===== config.mk =====
export PLATFORM = sky130hd
export DESIGN_NAME = sba_axi_master_flat
export DESIGN_NICKNAME = d
export VERILOG_FILES = /design/src/rtl/sba_axi_master_if.sv /design/src/rtl/sba_axi_master.sv /design/src/flat_wrapper.sv
export SDC_FILE = /design/constraint.sdc
export NUM_CORES = 1
export LEC_CHECK = 0
export CAP_MARGIN = 20
export CORE_MARGIN = 5
export CORE_UTILIZATION = 41
export DETAILED_ROUTE_END_ITERATION = 7
export GPL_TIMING_DRIVEN = 0
export PLACE_DENSITY = 0.81
export SETUP_SLACK_MARGIN = 0.05
export SLEW_MARGIN = 20
export SYNTH_ARGS = -nofsm -noshare
export SYNTH_HDL_FRONTEND = slang
export SYNTH_SLANG_ARGS = --single-unit

===== constraint.sdc =====
create_clock -name clk -period 2.6 [get_ports clk]
set_input_delay 0.26 -clock clk [delete_from_list [all_inputs] [get_ports clk]]
set_output_delay 0.26 -clock clk [all_outputs]
set_load 0.05 [all_outputs]

===== src/rtl/sba_axi_master_if.sv =====
// AXI4 bus bundle shared by the SBA initiator and the interconnect slaves.
// Only the single-beat subset is exercised by the initiator.
interface AXI_BUS #(
    parameter int unsigned AXI_ADDR_WIDTH = 32,
    parameter int unsigned AXI_DATA_WIDTH = 32,
    parameter int unsigned AXI_ID_WIDTH   = 2,
    parameter int unsigned AXI_USER_WIDTH = 1
);
    localparam int unsigned StrbWidth = AXI_DATA_WIDTH / 8;

    logic [AXI_ID_WIDTH-1:0]   aw_id;
    logic [AXI_ADDR_WIDTH-1:0] aw_addr;
    logic [7:0]                aw_len;
    logic [2:0]                aw_size;
    logic [1:0]                aw_burst;
    logic                      aw_lock;
    logic [3:0]                aw_cache;
    logic [2:0]                aw_prot;
    logic [3:0]                aw_qos;
    logic [3:0]                aw_region;
    logic [AXI_USER_WIDTH-1:0] aw_user;
    logic                      aw_valid;
    logic                      aw_ready;

    logic [AXI_DATA_WIDTH-1:0] w_data;
    logic [StrbWidth-1:0]      w_strb;
    logic                      w_last;
    logic [AXI_USER_WIDTH-1:0] w_user;
    logic                      w_valid;
    logic                      w_ready;

    logic [AXI_ID_WIDTH-1:0]   b_id;
    logic [1:0]                b_resp;
    logic [AXI_USER_WIDTH-1:0] b_user;
    logic                      b_valid;
    logic                      b_ready;

    logic [AXI_ID_WIDTH-1:0]   ar_id;
    logic [AXI_ADDR_WIDTH-1:0] ar_addr;
    logic [7:0]                ar_len;
    logic [2:0]                ar_size;
    logic [1:0]                ar_burst;
    logic                      ar_lock;
    logic [3:0]                ar_cache;
    logic [2:0]                ar_prot;
    logic [3:0]                ar_qos;
    logic [3:0]                ar_region;
    logic [AXI_USER_WIDTH-1:0] ar_user;
    logic                      ar_valid;
    logic                      ar_ready;

    logic [AXI_ID_WIDTH-1:0]   r_id;
    logic [AXI_DATA_WIDTH-1:0] r_data;
    logic [1:0]                r_resp;
    logic                      r_last;
    logic [AXI_USER_WIDTH-1:0] r_user;
    logic                      r_valid;
    logic                      r_ready;

    modport Master (
        output aw_id, aw_addr, aw_len, aw_size, aw_burst, aw_lock, aw_cache, aw_prot, aw_qos,
               aw_region, aw_user, aw_valid,
        input  aw_ready,
        output w_data, w_strb, w_last, w_user, w_valid,
        input  w_ready,
        input  b_id, b_resp, b_user, b_valid,
        output b_ready,
        output ar_id, ar_addr, ar_len, ar_size, ar_burst, ar_lock, ar_cache, ar_prot, ar_qos,
               ar_region, ar_user, ar_valid,
        input  ar_ready,
        input  r_id, r_data, r_resp, r_last, r_user, r_valid,
        output r_ready
    );

    modport Slave (
        input  aw_id, aw_addr, aw_len, aw_size, aw_burst, aw_lock, aw_cache, aw_prot, aw_qos,
               aw_region, aw_user, aw_valid,
        output aw_ready,
        input  w_data, w_strb, w_last, w_user, w_valid,
        output w_ready,
        output b_id, b_resp, b_user, b_valid,
        input  b_ready,
        input  ar_id, ar_addr, ar_len, ar_size, ar_burst, ar_lock, ar_cache, ar_prot, ar_qos,
               ar_region, ar_user, ar_valid,
        output ar_ready,
        output r_id, r_data, r_resp, r_last, r_user, r_valid,
        input  r_ready
    );
endinterface


===== src/rtl/sba_axi_master.sv =====
// System-bus-access initiator: one single-beat AXI transaction per debug request,
// with sizing, lane steering, alignment checks, bus-error reporting and a timeout.
module sba_axi_master #(
    parameter int unsigned AXI_ADDR_WIDTH = 32,
    parameter int unsigned AXI_DATA_WIDTH = 32,
    parameter int unsigned AXI_ID_WIDTH   = 2,
    parameter int unsigned AXI_USER_WIDTH = 1,
    parameter int unsigned AXI_ID         = 0,
    parameter int unsigned TIMEOUT_CYCLES = 1024
) (
    input  logic        clk,
    input  logic        rst_n,
    input  logic        req_valid_i,
    output logic        req_ready_o,
    input  logic        req_we_i,
    input  logic [31:0] req_addr_i,
    input  logic [1:0]  req_size_i,
    input  logic [31:0] req_wdata_i,
    output logic        rsp_valid_o,
    input  logic        rsp_ready_i,
    output logic [31:0] rsp_rdata_o,
    output logic [1:0]  rsp_err_o,
    output logic        busy_o,
    AXI_BUS.Master      master
);
    typedef enum logic [2:0] {
        StIdle, StWrite, StWresp, StRead, StRdata, StResp, StDrain
    } state_e;

    localparam int unsigned    CntW    = $clog2(TIMEOUT_CYCLES + 1);
    localparam logic [CntW-1:0] CntLast = CntW'(TIMEOUT_CYCLES - 1);

    state_e                    state_q;
    logic                      aw_valid_q, w_valid_q, b_ready_q, ar_valid_q, r_ready_q;
    logic                      aw_done_q, w_done_q, pend_b_q, pend_r_q;
    logic [31:0]               addr_q;
    logic [1:0]                size_q;
    logic [AXI_DATA_WIDTH-1:0] wdata_q;
    logic [3:0]                wstrb_q;
    logic                      rsp_valid_q;
    logic [31:0]               rdata_q;
    logic [1:0]                err_q;
    logic [CntW-1:0]           cnt_q;

    logic        aw_hs, w_hs, b_hs, ar_hs, r_hs;
    logic        misaligned, timeout, pending_next, counting;
    logic [31:0] wdata_rep, r_shift, rdata_ext;
    logic [3:0]  strb;

    assign aw_hs = aw_valid_q & master.aw_ready;
    assign w_hs  = w_valid_q & master.w_ready;
    assign b_hs  = b_ready_q & master.b_valid;
    assign ar_hs = ar_valid_q & master.ar_ready;
    assign r_hs  = r_ready_q & master.r_valid;

    assign timeout  = (cnt_q == CntLast);
    assign counting = (state_q == StWrite) || (state_q == StWresp) ||
                      (state_q == StRead)  || (state_q == StRdata);

    // Anything on the bus still owed a handshake after this cycle.
    assign pending_next = (aw_valid_q & ~aw_hs) | (w_valid_q & ~w_hs) | (ar_valid_q & ~ar_hs) |
                          (pend_b_q & ~b_hs) | (pend_r_q & ~r_hs);

    always_comb begin
        misaligned = 1'b0;
        wdata_rep  = req_wdata_i;
        strb       = 4'hF;
        case (req_size_i)
            2'd0: begin
                wdata_rep = {4{req_wdata_i[7:0]}};
                strb      = 4'b0001 << req_addr_i[1:0];
            end
            2'd1: begin
                misaligned = req_addr_i[0];
                wdata_rep  = {2{req_wdata_i[15:0]}};
                strb       = 4'b0011 << req_addr_i[1:0];
            end
            2'd2:    misaligned = |req_addr_i[1:0];
            default: misaligned = 1'b1;
        endcase
    end

    always_comb begin
        r_shift   = master.r_data[31:0] >> {addr_q[1:0], 3'b000};
        rdata_ext = r_shift;
        case (size_q)
            2'd0:    rdata_ext = {24'd0, r_shift[7:0]};
            2'd1:    rdata_ext = {16'd0, r_shift[15:0]};
            default: rdata_ext = r_shift;
        endcase
    end

    always_ff @(posedge clk or negedge rst_n) begin
        if (!rst_n) begin
            state_q     <= StIdle;
            aw_valid_q  <= 1'b0;
            w_valid_q   <= 1'b0;
            b_ready_q   <= 1'b0;
            ar_valid_q  <= 1'b0;
            r_ready_q   <= 1'b0;
            aw_done_q   <= 1'b0;
            w_done_q    <= 1'b0;
            pend_b_q    <= 1'b0;
            pend_r_q    <= 1'b0;
            addr_q      <= '0;
            size_q      <= '0;
            wdata_q     <= '0;
            wstrb_q     <= '0;
            rsp_valid_q <= 1'b0;
            rdata_q     <= '0;
            err_q       <= '0;
            cnt_q       <= '0;
        end else begin
            // Channel bookkeeping runs in every state so late handshakes retire cleanly.
            if (aw_hs) begin
                aw_valid_q <= 1'b0;
                aw_done_q  <= 1'b1;
            end
            if (w_hs) begin
                w_valid_q <= 1'b0;
                w_done_q  <= 1'b1;
            end
            if (ar_hs) ar_valid_q <= 1'b0;
            if (b_hs) begin
                b_ready_q <= 1'b0;
                pend_b_q  <= 1'b0;
            end
            if (r_hs) begin
                r_ready_q <= 1'b0;
                pend_r_q  <= 1'b0;
            end
            if (counting) cnt_q <= cnt_q + 1'b1;

            case (state_q)
                StIdle: begin
                    if (req_valid_i) begin
                        // Count starts at 1 so the response lands TIMEOUT_CYCLES after acceptance.
                        cnt_q   <= CntW'(1);
                        addr_q  <= req_addr_i;
                        size_q  <= req_size_i;
                        rdata_q <= '0;
                        err_q   <= 2'd0;
                        if (misaligned) begin
                            state_q     <= StResp;
                            rsp_valid_q <= 1'b1;
                            err_q       <= 2'd2;
                        end else if (req_we_i) begin
                            state_q    <= StWrite;
                            aw_valid_q <= 1'b1;
                            w_valid_q  <= 1'b1;
                            aw_done_q  <= 1'b0;
                            w_done_q   <= 1'b0;
                            wdata_q    <= wdata_rep;
                            wstrb_q    <= strb;
                        end else begin
                            state_q    <= StRead;
                            ar_valid_q <= 1'b1;
                        end
                    end
                end
                StWrite: begin
                    if ((aw_done_q | aw_hs) && (w_done_q | w_hs)) begin
                        state_q   <= StWresp;
                        b_ready_q <= 1'b1;
                        pend_b_q  <= 1'b1;
                    end else if (timeout) begin
                        state_q     <= StResp;
                        rsp_valid_q <= 1'b1;
                        err_q       <= 2'd3;
                        b_ready_q   <= 1'b1;
                        pend_b_q    <= 1'b1;
                    end
                end
                StWresp: begin
                    if (b_hs) begin
                        state_q     <= StResp;
                        rsp_valid_q <= 1'b1;
                        err_q       <= master.b_resp[1] ? 2'd1 : 2'd0;
                    end else if (timeout) begin
                        state_q     <= StResp;
                        rsp_valid_q <= 1'b1;
                        err_q       <= 2'd3;
                    end
                end
                StRead: begin
                    if (ar_hs) begin
                        state_q   <= StRdata;
                        r_ready_q <= 1'b1;
                        pend_r_q  <= 1'b1;
                    end else if (timeout) begin
                        state_q     <= StResp;
                        rsp_valid_q <= 1'b1;
                        err_q       <= 2'd3;
                        r_ready_q   <= 1'b1;
                        pend_r_q    <= 1'b1;
                    end
                end
                StRdata: begin
                    if (r_hs) begin
                        state_q     <= StResp;
                        rsp_valid_q <= 1'b1;
                        err_q       <= master.r_resp[1] ? 2'd1 : 2'd0;
                        rdata_q     <= master.r_resp[1] ? 32'd0 : rdata_ext;
                    end else if (timeout) begin
                        state_q     <= StResp;
                        rsp_valid_q <= 1'b1;
                        err_q       <= 2'd3;
                    end
                end
                StResp: begin
                    if (rsp_ready_i) begin
                        rsp_valid_q <= 1'b0;
                        state_q     <= pending_next ? StDrain : StIdle;
                    end
                end
                StDrain: begin
                    if (!pending_next) state_q <= StIdle;
                end
                default: state_q <= StIdle;
            endcase
        end
    end

    assign req_ready_o = (state_q == StIdle);
    assign busy_o      = (state_q != StIdle);
    assign rsp_valid_o = rsp_valid_q;
    assign rsp_rdata_o = rdata_q;
    assign rsp_err_o   = err_q;

    assign master.aw_id     = AXI_ID_WIDTH'(AXI_ID);
    assign master.aw_addr   = AXI_ADDR_WIDTH'(addr_q);
    assign master.aw_len    = 8'd0;
    assign master.aw_size   = {1'b0, size_q};
    assign master.aw_burst  = 2'b01;
    assign master.aw_lock   = 1'b0;
    assign master.aw_cache  = 4'd0;
    assign master.aw_prot   = 3'd0;
    assign master.aw_qos    = 4'd0;
    assign master.aw_region = 4'd0;
    assign master.aw_user   = '0;
    assign master.aw_valid  = aw_valid_q;

    assign master.w_data  = wdata_q;
    assign master.w_strb  = wstrb_q;
    assign master.w_last  = 1'b1;
    assign master.w_user  = '0;
    assign master.w_valid = w_valid_q;

    assign master.b_ready = b_ready_q;

    assign master.ar_id     = AXI_ID_WIDTH'(AXI_ID);
    assign master.ar_addr   = AXI_ADDR_WIDTH'(addr_q);
    assign master.ar_len    = 8'd0;
    assign master.ar_size   = {1'b0, size_q};
    assign master.ar_burst  = 2'b01;
    assign master.ar_lock   = 1'b0;
    assign master.ar_cache  = 4'd0;
    assign master.ar_prot   = 3'd0;
    assign master.ar_qos    = 4'd0;
    assign master.ar_region = 4'd0;
    assign master.ar_user   = '0;
    assign master.ar_valid  = ar_valid_q;

    assign master.r_ready = r_ready_q;

    // IDs, user and low response bits are not needed with one transaction in flight.
    logic unused_bus;
    assign unused_bus = ^{master.b_id, master.b_user, master.b_resp[0], master.r_id,
                          master.r_user, master.r_last, master.r_resp[0]};
endmodule


===== src/flat_wrapper.sv =====
// flat-port wrapper written by rule: the top's interface ports become plain ports
module sba_axi_master_flat 
#(
    parameter int unsigned AXI_ADDR_WIDTH = 32,
    parameter int unsigned AXI_DATA_WIDTH = 32,
    parameter int unsigned AXI_ID_WIDTH   = 2,
    parameter int unsigned AXI_USER_WIDTH = 1,
    parameter int unsigned AXI_ID         = 0,
    parameter int unsigned TIMEOUT_CYCLES = 1024
)
  (clk, rst_n, req_valid_i, req_ready_o, req_we_i, req_addr_i, req_size_i, req_wdata_i, rsp_valid_o, rsp_ready_i, rsp_rdata_o, rsp_err_o, busy_o, master_aw_id, master_aw_addr, master_aw_len, master_aw_size, master_aw_burst, master_aw_lock, master_aw_cache, master_aw_prot, master_aw_qos, master_aw_region, master_aw_user, master_aw_valid, master_aw_ready, master_w_data, master_w_strb, master_w_last, master_w_user, master_w_valid, master_w_ready, master_b_id, master_b_resp, master_b_user, master_b_valid, master_b_ready, master_ar_id, master_ar_addr, master_ar_len, master_ar_size, master_ar_burst, master_ar_lock, master_ar_cache, master_ar_prot, master_ar_qos, master_ar_region, master_ar_user, master_ar_valid, master_ar_ready, master_r_id, master_r_data, master_r_resp, master_r_last, master_r_user, master_r_valid, master_r_ready);
  AXI_BUS #(.AXI_ADDR_WIDTH(AXI_ADDR_WIDTH), .AXI_DATA_WIDTH(AXI_DATA_WIDTH), .AXI_ID_WIDTH(AXI_ID_WIDTH), .AXI_USER_WIDTH(AXI_USER_WIDTH)) master_i ();
  input  logic clk;
  input  logic rst_n;
  input  logic req_valid_i;
  output logic req_ready_o;
  input  logic req_we_i;
  input  logic [31:0] req_addr_i;
  input  logic [1:0] req_size_i;
  input  logic [31:0] req_wdata_i;
  output logic rsp_valid_o;
  input  logic rsp_ready_i;
  output logic [31:0] rsp_rdata_o;
  output logic [1:0] rsp_err_o;
  output logic busy_o;
  output wire logic [$bits(master_i.aw_id)-1:0] master_aw_id;
  output wire logic [$bits(master_i.aw_addr)-1:0] master_aw_addr;
  output wire logic [$bits(master_i.aw_len)-1:0] master_aw_len;
  output wire logic [$bits(master_i.aw_size)-1:0] master_aw_size;
  output wire logic [$bits(master_i.aw_burst)-1:0] master_aw_burst;
  output wire logic [$bits(master_i.aw_lock)-1:0] master_aw_lock;
  output wire logic [$bits(master_i.aw_cache)-1:0] master_aw_cache;
  output wire logic [$bits(master_i.aw_prot)-1:0] master_aw_prot;
  output wire logic [$bits(master_i.aw_qos)-1:0] master_aw_qos;
  output wire logic [$bits(master_i.aw_region)-1:0] master_aw_region;
  output wire logic [$bits(master_i.aw_user)-1:0] master_aw_user;
  output wire logic [$bits(master_i.aw_valid)-1:0] master_aw_valid;
  input wire logic [$bits(master_i.aw_ready)-1:0] master_aw_ready;
  output wire logic [$bits(master_i.w_data)-1:0] master_w_data;
  output wire logic [$bits(master_i.w_strb)-1:0] master_w_strb;
  output wire logic [$bits(master_i.w_last)-1:0] master_w_last;
  output wire logic [$bits(master_i.w_user)-1:0] master_w_user;
  output wire logic [$bits(master_i.w_valid)-1:0] master_w_valid;
  input wire logic [$bits(master_i.w_ready)-1:0] master_w_ready;
  input wire logic [$bits(master_i.b_id)-1:0] master_b_id;
  input wire logic [$bits(master_i.b_resp)-1:0] master_b_resp;
  input wire logic [$bits(master_i.b_user)-1:0] master_b_user;
  input wire logic [$bits(master_i.b_valid)-1:0] master_b_valid;
  output wire logic [$bits(master_i.b_ready)-1:0] master_b_ready;
  output wire logic [$bits(master_i.ar_id)-1:0] master_ar_id;
  output wire logic [$bits(master_i.ar_addr)-1:0] master_ar_addr;
  output wire logic [$bits(master_i.ar_len)-1:0] master_ar_len;
  output wire logic [$bits(master_i.ar_size)-1:0] master_ar_size;
  output wire logic [$bits(master_i.ar_burst)-1:0] master_ar_burst;
  output wire logic [$bits(master_i.ar_lock)-1:0] master_ar_lock;
  output wire logic [$bits(master_i.ar_cache)-1:0] master_ar_cache;
  output wire logic [$bits(master_i.ar_prot)-1:0] master_ar_prot;
  output wire logic [$bits(master_i.ar_qos)-1:0] master_ar_qos;
  output wire logic [$bits(master_i.ar_region)-1:0] master_ar_region;
  output wire logic [$bits(master_i.ar_user)-1:0] master_ar_user;
  output wire logic [$bits(master_i.ar_valid)-1:0] master_ar_valid;
  input wire logic [$bits(master_i.ar_ready)-1:0] master_ar_ready;
  input wire logic [$bits(master_i.r_id)-1:0] master_r_id;
  input wire logic [$bits(master_i.r_data)-1:0] master_r_data;
  input wire logic [$bits(master_i.r_resp)-1:0] master_r_resp;
  input wire logic [$bits(master_i.r_last)-1:0] master_r_last;
  input wire logic [$bits(master_i.r_user)-1:0] master_r_user;
  input wire logic [$bits(master_i.r_valid)-1:0] master_r_valid;
  output wire logic [$bits(master_i.r_ready)-1:0] master_r_ready;
  assign master_aw_id = master_i.aw_id;
  assign master_aw_addr = master_i.aw_addr;
  assign master_aw_len = master_i.aw_len;
  assign master_aw_size = master_i.aw_size;
  assign master_aw_burst = master_i.aw_burst;
  assign master_aw_lock = master_i.aw_lock;
  assign master_aw_cache = master_i.aw_cache;
  assign master_aw_prot = master_i.aw_prot;
  assign master_aw_qos = master_i.aw_qos;
  assign master_aw_region = master_i.aw_region;
  assign master_aw_user = master_i.aw_user;
  assign master_aw_valid = master_i.aw_valid;
  assign master_i.aw_ready = master_aw_ready;
  assign master_w_data = master_i.w_data;
  assign master_w_strb = master_i.w_strb;
  assign master_w_last = master_i.w_last;
  assign master_w_user = master_i.w_user;
  assign master_w_valid = master_i.w_valid;
  assign master_i.w_ready = master_w_ready;
  assign master_i.b_id = master_b_id;
  assign master_i.b_resp = master_b_resp;
  assign master_i.b_user = master_b_user;
  assign master_i.b_valid = master_b_valid;
  assign master_b_ready = master_i.b_ready;
  assign master_ar_id = master_i.ar_id;
  assign master_ar_addr = master_i.ar_addr;
  assign master_ar_len = master_i.ar_len;
  assign master_ar_size = master_i.ar_size;
  assign master_ar_burst = master_i.ar_burst;
  assign master_ar_lock = master_i.ar_lock;
  assign master_ar_cache = master_i.ar_cache;
  assign master_ar_prot = master_i.ar_prot;
  assign master_ar_qos = master_i.ar_qos;
  assign master_ar_region = master_i.ar_region;
  assign master_ar_user = master_i.ar_user;
  assign master_ar_valid = master_i.ar_valid;
  assign master_i.ar_ready = master_ar_ready;
  assign master_i.r_id = master_r_id;
  assign master_i.r_data = master_r_data;
  assign master_i.r_resp = master_r_resp;
  assign master_i.r_last = master_r_last;
  assign master_i.r_user = master_r_user;
  assign master_i.r_valid = master_r_valid;
  assign master_r_ready = master_i.r_ready;
  sba_axi_master #(.AXI_ADDR_WIDTH(AXI_ADDR_WIDTH), .AXI_DATA_WIDTH(AXI_DATA_WIDTH), .AXI_ID_WIDTH(AXI_ID_WIDTH), .AXI_USER_WIDTH(AXI_USER_WIDTH), .AXI_ID(AXI_ID), .TIMEOUT_CYCLES(TIMEOUT_CYCLES)) u_core (.clk(clk), .rst_n(rst_n), .req_valid_i(req_valid_i), .req_ready_o(req_ready_o), .req_we_i(req_we_i), .req_addr_i(req_addr_i), .req_size_i(req_size_i), .req_wdata_i(req_wdata_i), .rsp_valid_o(rsp_valid_o), .rsp_ready_i(rsp_ready_i), .rsp_rdata_o(rsp_rdata_o), .rsp_err_o(rsp_err_o), .busy_o(busy_o), .master(master_i));
endmodule

==> impl_metrics.env <==
export IMPL_gp_congestion=0.900
export IMPL_final_core_util_pct=63.8
export IMPL_yosysSeqAreaShare_pct=47.2
export IMPL_hp_class="in -> reg"
export IMPL_track_usage_pct=21.8
export IMPL_dp_hpwl_um=16400
export IMPL_fill_cells=1360
export IMPL_die_area_um2=19200
export IMPL_path_max_fanout=8
export IMPL_grt_overflow_total=0
export IMPL_wl_per_cell_um=17.2
export IMPL_grt_pass1_wl_um=33600
export IMPL_avgSynthCellArea_um2=10.3
export IMPL_ys_seq_elements=128
export IMPL_antenna_left=0
export IMPL_cts_sinks=128
export IMPL_min_path_cells=2
export IMPL_cp_data_arrival_time_ns=2.23
export IMPL_period_needed_ns=2.49
export IMPL_drtIter0Drc=304
export IMPL_synth_cell_types=56
export IMPL_cellLeakagePower_nw=4.78
export IMPL_cts_resized=0
export IMPL_dr_pass1_iters=4
export IMPL_die_h_um=139
export IMPL_max_slew_margin_rel_pct=38.0
export IMPL_hold_violations=0
export IMPL_timing_final_crit_share_pct=96.0
export IMPL_worst_pin_slew_ns=0.927
export IMPL_cts_clk_slew_worst_paths_ns=0.06
export IMPL_hold_buffers=1
export IMPL_rsz0062_at_grt="no"
export IMPL_layout_commonest_cell="clkdlybuf4s50_1"
export IMPL_slew_viol_final=0
export IMPL_synth_cells=660
export IMPL_synthArstFlopShare_pct=100
export IMPL_antenna_found_initial=0
export IMPL_rr_worst_depth=6
export IMPL_synth_area_um2=6780
export IMPL_ys_flop_type="dfrtp_1"
export IMPL_cts_htree_levels=4
export IMPL_route_detailed_drc=0
export IMPL_setup_ws_ns=0.105
export IMPL_syn_to_final_growth_pct=54.5
export IMPL_root_buffer="clkbuf_16"
export IMPL_vias=5920
export IMPL_worstPathCellList="buf_6 > or3_4 > inv_4 > clkdlybuf4s50_1"
export IMPL_clk_latency_ns=0.42
export IMPL_totalWireLength_um=21100
export IMPL_final_setup_viol_count=0
export IMPL_crit_type="reg -> out"
export IMPL_cts_buffers=17
export IMPL_cts_setup_buffers=0
export IMPL_nets=1113
export IMPL_initial_utilization_pct=41.3
export IMPL_holdPathEnd="u_core.master.ar_addr[0]"
export IMPL_drive_gt1_share_pct=19.0
export IMPL_cts_tree="yes"
export IMPL_coreArea_um2=16400
export IMPL_r2r_end="u_core.rsp_rdata_o[25]"
export IMPL_ir_drop_mv=0.806
export IMPL_endpoint_kind="output pin"
export IMPL_report_power_total_mw=13.7
export IMPL_yosys_warnings=0
export IMPL_status="completed"
export IMPL_fmax_ghz=0.401
export IMPL_critPathLaunchType="flip-flop"
export IMPL_max_stage_delay_ns=0.80
export IMPL_port_buffers=252
export IMPL_io_pins=327
export IMPL_synth_edff_count=0
export IMPL_antenna_cells=0
export IMPL_pre_cts_ws_ns=-0.0124
export IMPL_slowest_stage="clkdlybuf4s50_1"
export IMPL_drv_cap=0
export IMPL_first_global_vias=6109
export IMPL_ff_latch_area_um2=3200
export IMPL_min_from="req_addr_i[0]"
export IMPL_mostFrequentLayoutCells="clkdlybuf4s50_1, dfrtp_1, buf_4"
export IMPL_die_w_um=139
export IMPL_worstReg2RegStart="u_core.state_q[2]"
export IMPL_r2r_setup_slack_ns=0.29
export IMPL_skew_ns=0.00926
export IMPL_rows=47
export IMPL_routed_via_density=4.83
export IMPL_multi_input_area_um2=2860
export IMPL_power_density_nw_per_um2=1300
export IMPL_grt_max_degree=72
export IMPL_fin_tns_setup_ns=0
export IMPL_clockBufferDepth=2
export IMPL_worstPathRequired_ns=2.34
## how the worst max path moves through the flow
stage / startpoint / endpoint / cells after the start
finish: u_core.state_q[0] / req_ready_o / 4
global route: u_core.state_q[0] / req_ready_o / 4
CTS: u_core.state_q[0] / req_ready_o / 4
detailed placement: master_r_valid / u_core.rsp_rdata_o[25] / 6
global placement: rst_n / u_core.rsp_rdata_o[21] / 1
floorplan: u_core.state_q[0] / u_core.master.ar_addr[28] / 8
## power by group
group,switching [mW],internal [mW],total [mW]
sequential,0.504,2.66,3.16
clock,0.915,1.60,2.52
combinational,5.08,2.90,7.99
## registers in the layout (all words and copies together), names as in the netlist
register,flops
u_core.master.ar_addr,32
u_core.master.w_data,32
u_core.rsp_rdata_o,32
u_core.cnt_q,11
u_core.master.w_strb,4
u_core.state_q,3
u_core.rsp_err_o,2
u_core.size_q,2
u_core.aw_done_q,1
u_core.master.ar_valid,1
u_core.master.aw_valid,1
u_core.master.b_ready,1
u_core.master.r_ready,1
u_core.master.w_valid,1
u_core.pend_b_q,1
u_core.pend_r_q,1
u_core.rsp_valid_o,1
u_core.w_done_q,1
## cell families after synthesis
logic type                 count (synthesis)  synth area share (%)
and+or+nand+nor                          150                  10.4
buffers and inverters                    145                  14.0
AOI/OAI and AO/OA                        143                  13.9
DFF                                      128                  47.2
muxes                                     82                  13.0
xor gates and xnor gates                   9                  1.16
other                                      2                 0.111
adders and majority gates                  1                 0.185
## per-layer routing
layer | GRT usage [%] | part of all wire, %
met3 | 6.83 | 7.8
met2 | 36.7 | 49
met1 | 26.8 | 40
met4 | 7.18 | 2.6
met5 | 0 | 0
## Yosys cell counts (all sizes together) (2+ instances only)
master | count | area share, %
buf | 111 | 12
nand2 | 74 | 4.1
nand2b | 3 | 0.28
nor4 | 3 | 0.37
xnor2 | 3 | 0.39
a22o | 17 | 2.2
a31oi | 5 | 0.46
a21oi | 23 | 1.7
nor2 | 32 | 1.9
mux2 | 42 | 7.1
mux2i | 40 | 5.9
conb | 2 | 0.11
nor2b | 13 | 1.2
a32o | 8 | 1.2
nand3 | 6 | 0.63
a21o | 3 | 0.33
nand4 | 3 | 0.28
a211o | 9 | 1.2
dfrtp | 128 | 47
o21a | 4 | 0.44
nor3 | 5 | 0.37
clkbuf | 23 | 1.3
or3 | 3 | 0.35
xor2 | 6 | 0.78
a22oi | 2 | 0.22
a211oi | 2 | 0.22
nand3b | 3 | 0.33
o21ai | 58 | 4.3
inv | 11 | 0.65
## critical path, delay by kind of cell, from the launching register on
family / cells / cell delay [ns]
simple gates: 1 / 0.42
buf+inv: 3 / 1.03
flops: 1 / 0.37
## layout make-up
type                            instances  area share, %
Buffer                                134           8.66
Clock buffer                           18           4.10
Clock inverter                         14           1.83
Inverter                               11          0.418
Multi-Input combinational cell        447           27.3
Sequential cell                       128           30.6
Tap cell                              220           2.63
Timing Repair Buffer                  254           24.5
## metrics by stage
step	instances	hold WS (ns)	cell area (µm²)
floorplan	720	-0.0356	7000
global placement	1192	0.462	9800
detailed placement	1193	0.216	9840
CTS	1226	0.295	10500
global route	1226	0.341	10500
finish	1226	0.317	10500
Power figures use the tool's default switching activity.
